==> src/rtl/idma_rd_sync_resi_pair_add.sv <==
// Residual pair adder: holds each fmapA beat, adds the following fmapB beat lane-wise
// with signed int8 saturation, and returns one sum per pair over a valid/ready output.
module idma_rd_sync_resi_pair_add #(
  parameter int DATA_W = 128,
  parameter int LANE_W = 8,
  parameter int CNT_W  = 16
) (
  input  logic              clk,
  input  logic              rst_n,
  input  logic              i_rd_resi_mode,
  input  logic              i_rd_req,
  input  logic [CNT_W-1:0]  i_rd_resi_loop_num,
  input  logic              i_rsp_valid,
  input  logic [DATA_W-1:0] i_rsp_data,
  output logic              o_rsp_ready,
  output logic              o_out_valid,
  output logic [DATA_W-1:0] o_out_data,
  input  logic              i_out_ready,
  output logic              o_resi_busy,
  output logic              o_resi_done
);

  localparam int LANES = DATA_W / LANE_W;

  typedef enum logic [1:0] {
    S_IDLE,
    S_WAIT_A,
    S_WAIT_B,
    S_DRAIN
  } state_t;

  state_t              r_state;
  logic [DATA_W-1:0]   r_a_buf;
  logic [DATA_W-1:0]   r_out_data;
  logic                r_out_valid;
  logic                r_resi_done;
  logic [CNT_W-1:0]    r_loop_num;
  logic [CNT_W-1:0]    r_pair_cnt;

  logic [DATA_W-1:0]   w_sum;
  logic                w_rsp_ready;
  logic                w_rsp_acc;
  logic                w_out_hs;
  logic                w_last;
  logic                w_load;

  // Overflow exists exactly when the 9-bit sign and the 8-bit sign disagree;
  // the 9-bit sign then tells which rail to clamp to.
  genvar gi;
  generate
    for (gi = 0; gi < LANES; gi++) begin : g_lane
      logic [LANE_W-1:0] w_a;
      logic [LANE_W-1:0] w_b;
      logic [LANE_W:0]   w_s;
      assign w_a = r_a_buf[gi*LANE_W +: LANE_W];
      assign w_b = i_rsp_data[gi*LANE_W +: LANE_W];
      assign w_s = {w_a[LANE_W-1], w_a} + {w_b[LANE_W-1], w_b};
      assign w_sum[gi*LANE_W +: LANE_W] = (w_s[LANE_W] != w_s[LANE_W-1])
                                          ? {w_s[LANE_W], {(LANE_W-1){~w_s[LANE_W]}}}
                                          : w_s[LANE_W-1:0];
    end
  endgenerate

  // A B beat is only taken when the output register is free or emptying this cycle.
  always_comb begin
    w_rsp_ready = 1'b0;
    case (r_state)
      S_WAIT_A: w_rsp_ready = 1'b1;
      S_WAIT_B: w_rsp_ready = ~r_out_valid | i_out_ready;
      default:  w_rsp_ready = 1'b0;
    endcase
  end

  assign w_rsp_acc = i_rsp_valid & w_rsp_ready;
  assign w_out_hs  = r_out_valid & i_out_ready;
  assign w_last    = (r_pair_cnt == (r_loop_num - CNT_W'(1)));
  assign w_load    = (r_state == S_WAIT_B) & w_rsp_acc;

  always_ff @(posedge clk or negedge rst_n) begin
    if (!rst_n) begin
      r_state     <= S_IDLE;
      r_a_buf     <= '0;
      r_out_data  <= '0;
      r_out_valid <= 1'b0;
      r_resi_done <= 1'b0;
      r_loop_num  <= '0;
      r_pair_cnt  <= '0;
    end else begin
      r_resi_done <= 1'b0;

      // A new sum loading in the same cycle as a drain keeps out_valid high.
      if (w_load) begin
        r_out_data  <= w_sum;
        r_out_valid <= 1'b1;
      end else if (w_out_hs) begin
        r_out_valid <= 1'b0;
      end

      case (r_state)
        S_IDLE: begin
          if (i_rd_req && i_rd_resi_mode && (i_rd_resi_loop_num != '0)) begin
            r_loop_num <= i_rd_resi_loop_num;
            r_pair_cnt <= '0;
            r_state    <= S_WAIT_A;
          end
        end
        S_WAIT_A: begin
          if (w_rsp_acc) begin
            r_a_buf <= i_rsp_data;
            r_state <= S_WAIT_B;
          end
        end
        S_WAIT_B: begin
          if (w_rsp_acc) begin
            r_pair_cnt <= r_pair_cnt + CNT_W'(1);
            r_state    <= w_last ? S_DRAIN : S_WAIT_A;
          end
        end
        S_DRAIN: begin
          if (w_out_hs) begin
            r_resi_done <= 1'b1;
            r_pair_cnt  <= '0;
            r_state     <= S_IDLE;
          end
        end
        default: r_state <= S_IDLE;
      endcase
    end
  end

  assign o_rsp_ready = w_rsp_ready;
  assign o_out_valid = r_out_valid;
  assign o_out_data  = r_out_data;
  assign o_resi_busy = (r_state != S_IDLE);
  assign o_resi_done = r_resi_done;

endmodule
==> config.mk <==
export PLATFORM = sky130hd
export DESIGN_NAME = idma_rd_sync_resi_pair_add
export DESIGN_NICKNAME = d
export VERILOG_FILES = /design/src/rtl/idma_rd_sync_resi_pair_add.sv
export SDC_FILE = /design/constraint.sdc
export NUM_CORES = 1
export LEC_CHECK = 0
export CORE_UTILIZATION = 35
export DETAILED_ROUTE_END_ITERATION = 8
export MAX_ROUTING_LAYER = met4
export PLACE_DENSITY = 0.58
export SETUP_SLACK_MARGIN = 0.1
export SYNTH_ARGS = -nofsm -noshare
export SYNTH_HDL_FRONTEND = slang
export SYNTH_SLANG_ARGS = --single-unit
==> constraint.sdc <==
create_clock -name clk -period 4.8 [get_ports clk]
set_input_delay 0.72 -clock clk [delete_from_list [all_inputs] [get_ports clk]]
set_output_delay 0.72 -clock clk [all_outputs]
set_load 0.005 [all_outputs]
Word-level counts from Yosys, hierarchy flattened
Index checks and enable logic that the tools add are counted.
Word-level totals
  register bits after elaboration: 292
  latch bits: 0
  bits in writable memories: 0
  bits in read-only memories: 0
  output and inout bits: 132
  word-level logic and storage cells: 112
  memories kept: 0
Cells by class
  add/sub/neg operators: 18
  multipliers: 0
  div/mod/pow operators: 0
  $lt $le $gt $ge: 0
  equal/unequal tests: 24
  shift operators: 0
  multiplexer cells: 31
  bitwise logic cells: 21
  reductions and logical operators: 11
Operator list (count)
  adder 8 x 8 -> 9 bit: 16
  two-way mux 8 bit: 16
  two-way mux 16 bit: 3
  case mux 16 bit (3 select lines): 1
  inverter 1 bit: 17
  adder 16 x 1 -> 16 bit (second input constant): 1
  == test 16 bit: 1
  inequality test 1 bit: 16
  nonzero test 16 bit: 1
  subtractor 16 x 1 -> 16 bit (second input constant): 1
  two-way mux 2 bit: 5
  inequality test 2 bit (second input constant): 4
  case mux 2 bit (4 select lines): 1
  AND reduction 4 bit: 2
  == test 2 bit (second input constant): 2
  two-way mux 1 bit: 4
  AND reduction 2 bit: 2
  nonzero test 2 bit: 2
  AND 1 bit: 3
  nonzero test 3 bit: 1
  == test 2 x 1 -> 1 bit (second input constant): 1
  logical AND 1 bit: 2
  logical NOT 2 bit: 1
  case mux 1 bit (2 select lines): 1
  bitwise OR 1 bit: 1

Depth between registers and ports, before layout
  depth in word-level cells: 6
  gate-level depth with buffers: 10
  gate-level depth less buffers: 9

Worst setup path before layout
Ideal clock, no wire load.
  path kind: input to register
  from: input port i_rsp_data[55]
  to: register r_out_data[54], in the netlist o_out_data[54]
  data arrival time: 2575 ps
  path slack: 2101 ps
  cell stages on the path: 7
  buffers on the path: 0
  path through: ha_1 -> or3b_1 -> nand4bb_1 -> or4b_1 -> o211a_2 -> a21boi_4 -> a211o_1
On the way
  word-level cells in the longest chain between the ends: 3
  elaborated cells on any way between the ends: 4
  those cells by class: add/sub (1); eq/ne (1); mux (1); bitwise (1)
RTL lines
  start: declaration: line 14  | input logic [DATA_W-1:0] i_rsp_data,
  adder 8 x 8 -> 9 bit (*): line 57  | assign w_s = {w_a[LANE_W-1], w_a} + {w_b[LANE_W-1], w_b};
  inequality test 1 bit / inverter 1 bit (equally long branches): line 58, 59
  two-way mux 8 bit (*): line 59  | ? {w_s[LANE_W], {(LANE_W-1){~w_s[LANE_W]}}}
  end signal: assignment: line 93  | r_out_data <= w_sum;
  end: declaration: line 34  | logic [DATA_W-1:0] r_out_data;
Every way passes the cells marked *; elsewhere a longest branch is shown, timed or not.
A chain may end at the register's enable or synchronous reset.

Final worst setup path
  from: register r_state[0]
  to: register r_out_data[110], in the netlist o_out_data[110]
On the way
  word-level cells in the longest chain between the ends: 4
  elaborated cells on any way between the ends: 5
  those cells by class: eq/ne (2); mux (1); bitwise (2)
RTL lines
  start: declaration: line 32  | state_t r_state;
  start signal: assignment: line 116  | r_state <= w_last ? S_DRAIN : S_WAIT_A;
  == test 2 bit / == test 2 x 1 -> 1 bit (equally long branches): line 67, 77
  case mux 1 bit (2 select lines): line 67  | case (r_state)
  AND 1 bit: line 74  | assign w_rsp_acc = i_rsp_valid & w_rsp_ready;
  AND 1 bit (*): line 77  | assign w_load = (r_state == S_WAIT_B) & w_rsp_acc;
Marks and branches as above.

==> flow_summary.json <==
{
  "outcome": "finished clean",
  "synth.top_cell.area_share": 0.405,
  "cts_setup_buffers": 0,
  "via_per_inst": 5.30,
  "die_h_um": 229,
  "wirelength_um": 47800,
  "grt_pass1_vias": 14783,
  "place_congestion": 0.864,
  "synth-edff-count": 0,
  "crit_fanout": 78,
  "dp_hpwl_um": 35000,
  "drtPass1Iterations": 5,
  "start_util": 0.358,
  "timing.rr.end": "o_out_data[110]",
  "ctsResizeCount": 0,
  "holdBufCountCts": 0,
  "synth_area_mm2": 0.0181,
  "irDropWorstVdd_mv": 0.292,
  "worstMarginPinSlew_ps": 1050,
  "cts_tree": "yes",
  "relSlewSlack": 0.302,
  "cts_root_buf": "clkbuf_16",
  "worst_slack_ps": 1560,
  "grt_overflow": 0,
  "io_pins": 282,
  "path_class": "reg -> reg",
  "grt_max_degree": 95,
  "area_growth_pct": 27.2,
  "maxSlewViolCount": 0,
  "worst_hold_path_type": "in -> async",
  "fin_nets": 2385,
  "post_drt_wl_per_cell_um": 17.1,
  "insertion_delay_ps": 550,
  "max_cap_violations": 0,
  "drive_above_1_share": 0.106,
  "worstRegToRegCells": 7,
  "r2r_start": "r_state[0]",
  "cts.htree.levels": 2,
  "crit_path_start": "r_state[0]",
  "grt_pass1_wl_um": 78200,
  "cts_sinks": 292,
  "yosysMostFrequentCell": "dfrtp_1",
  "clock_skew_ps": 16.4,
  "setup.worst_path.end_class": "flip-flop",
  "place.port_buffers": 281,
  "endpoint": "o_out_data[110]",
  "syn_area_per_cell_um2": 9.97,
  "ys.flop_type": "dfrtp_1",
  "grt.total_usage": 0.188,
  "die_area_mm2": 0.0525,
  "dpl_worst_slack_ps": 1290,
  "synth_common_cells": "dfrtp_1 (292), nand2_1 (155), ha_1 (135), o21ai_0 (135), mux2_2 (129)",
  "fin_crit_ps": 3240,
  "first_iter_violations": 704,
  "max_freq_mhz": 309,
  "ys_seq_area_frac": 0.405,
  "startpoint_type": "flip-flop",
  "num_vias": 14815,
  "antenna_found_initial": 9,
  "async_reset_ff_frac": 1.00,
  "drtAntennaViolNets": 0,
  "synth_nets": 2111,
  "coreArea_mm2": 0.0505,
  "setup-violations-final": 0,
  "die_width_um": 229,
  "grt_setup_unrepaired": "false",
  "yosys_warnings": 0,
  "rows": 82,
  "power_per_cell_area_mw_per_mm2": 644,
  "ys_seq_elements": 292,
  "numCtsBuffers": 38,
  "path_clk_slew_ps": 60,
  "yosys.area.top_type": "dfrtp_1",
  "drcViolationCount": 0,
  "rrSetupSlack_ps": 1560,
  "cts_buffer_depth": 3,
  "fin_setup_tns_ps": 0,
  "yosysUniqueCellTypes": 78,
  "critPathArrivalTime_ps": 3700,
  "leakage_nw": 9.80,
  "finalCritPeriodShare": 0.675,
  "hold_violations": 0,
  "synthesis.instances": 1810,
  "required_ps": 5260,
  "nFillCells": 4821,
  "synth_area_leaders": "dfrtp_1 (40%), ha_1 (9.4%), mux2_2 (8.0%)"
}
-- cells by family after synthesis --
kind of cell / synth area share
adder cells (fa/ha/maj): 0.111
flip-flops: 0.405
AND/OR/NAND/NOR: 0.132
buffers and inverters: 0.0279
multiplexers: 0.0838
XOR/XNOR: 0.0296
AO/OA/AOI/OAI: 0.211
-- power by group --
| part | total (mW) | switching (mW) | internal (mW) |
|---|---|---|---|
| clock | 2.88 | 1.14 | 1.74 |
| combinational | 7.58 | 3.74 | 3.84 |
| sequential | 4.33 | 0.718 | 3.61 |
-- placed cells by master (no fill, tap or decap), types with 26 or more instances in the layout --
cell type / count
dfrtp_1: 292
nor2b_1: 32
xor2_1: 36
nand2_1: 155
o21a_1: 55
a211oi_1: 26
inv_1: 74
nor3_1: 55
nor2_1: 91
clkdlybuf4s50_1: 280
clkbuf_16: 41
mux2_2: 129
o311ai_0: 26
o21ai_0: 135
ha_1: 135
a21oi_1: 95
-- worst max-delay path, cell delays in order, from the launching register on --
cell	delay, ps
dfrtp_1	400
inv_1	140
ha_1	500
inv_1	380
or3_4	800
buf_4	420
a211o_1	280
o211ai_1	160
-- metrics by stage --
step            util  power [mW]  hold slack [ps]  instances  instance area, µm²
3_3_place_gp   0.429        11.8              462       2716               21700
2_1_floorplan      -        9.26              424       1810               18100
6_report       0.455        14.8              134       2794               23000
3_5_place_dp   0.429        11.9              470       2716               21700
5_1_grt        0.455        16.0              178       2794               23000
4_1_cts        0.454        14.9              148       2785               22900
-- flip-flops by register name, summed over array words and instances (netlist names) --
register / count
r_pair_cnt: 16
o_out_data: 128
o_resi_done: 1
r_a_buf: 128
o_out_valid: 1
r_loop_num: 16
r_state: 2
-- layout make-up --
| type | instances | area, µm² | share of cell area |
|---|---|---|---|
| multi-input cells | 1385 | 10300 | 0.447 |
| flip-flops and latches | 292 | 7310 | 0.318 |
| repair buffers | 293 | 2970 | 0.129 |
| clock buffers | 57 | 1210 | 0.0525 |
| well taps | 672 | 841 | 0.0366 |
| inverters | 74 | 278 | 0.0121 |
| clock inverters | 12 | 68.8 | 0.00300 |
| diodes | 9 | 22.5 | 0.000981 |
-- layer usage --
layer / up-vias / global-route usage / wire length [µm]
met5: - / - / 0
met4: 0 / 0.0565 / 977
met3: 60 / 0.0502 / 3050
met2: 283 / 0.296 / 22200
met1: 7158 / 0.236 / 21600
li1: 7314 / - / -
-- worst min-delay path by stage --
stage | startpoint | end | depth (start not counted)
final | rst_n | o_out_data[118] | 1
after global routing | rst_n | o_out_data[118] | 1
after CTS | rst_n | o_out_data[118] | 1
after detailed placement | o_out_data[64] | o_out_data[64] | 2
after global placement | o_out_data[25] | o_out_data[25] | 2
after floorplan | rst_n | o_out_data[0] | 0
(Power assumes the default switching activity.)
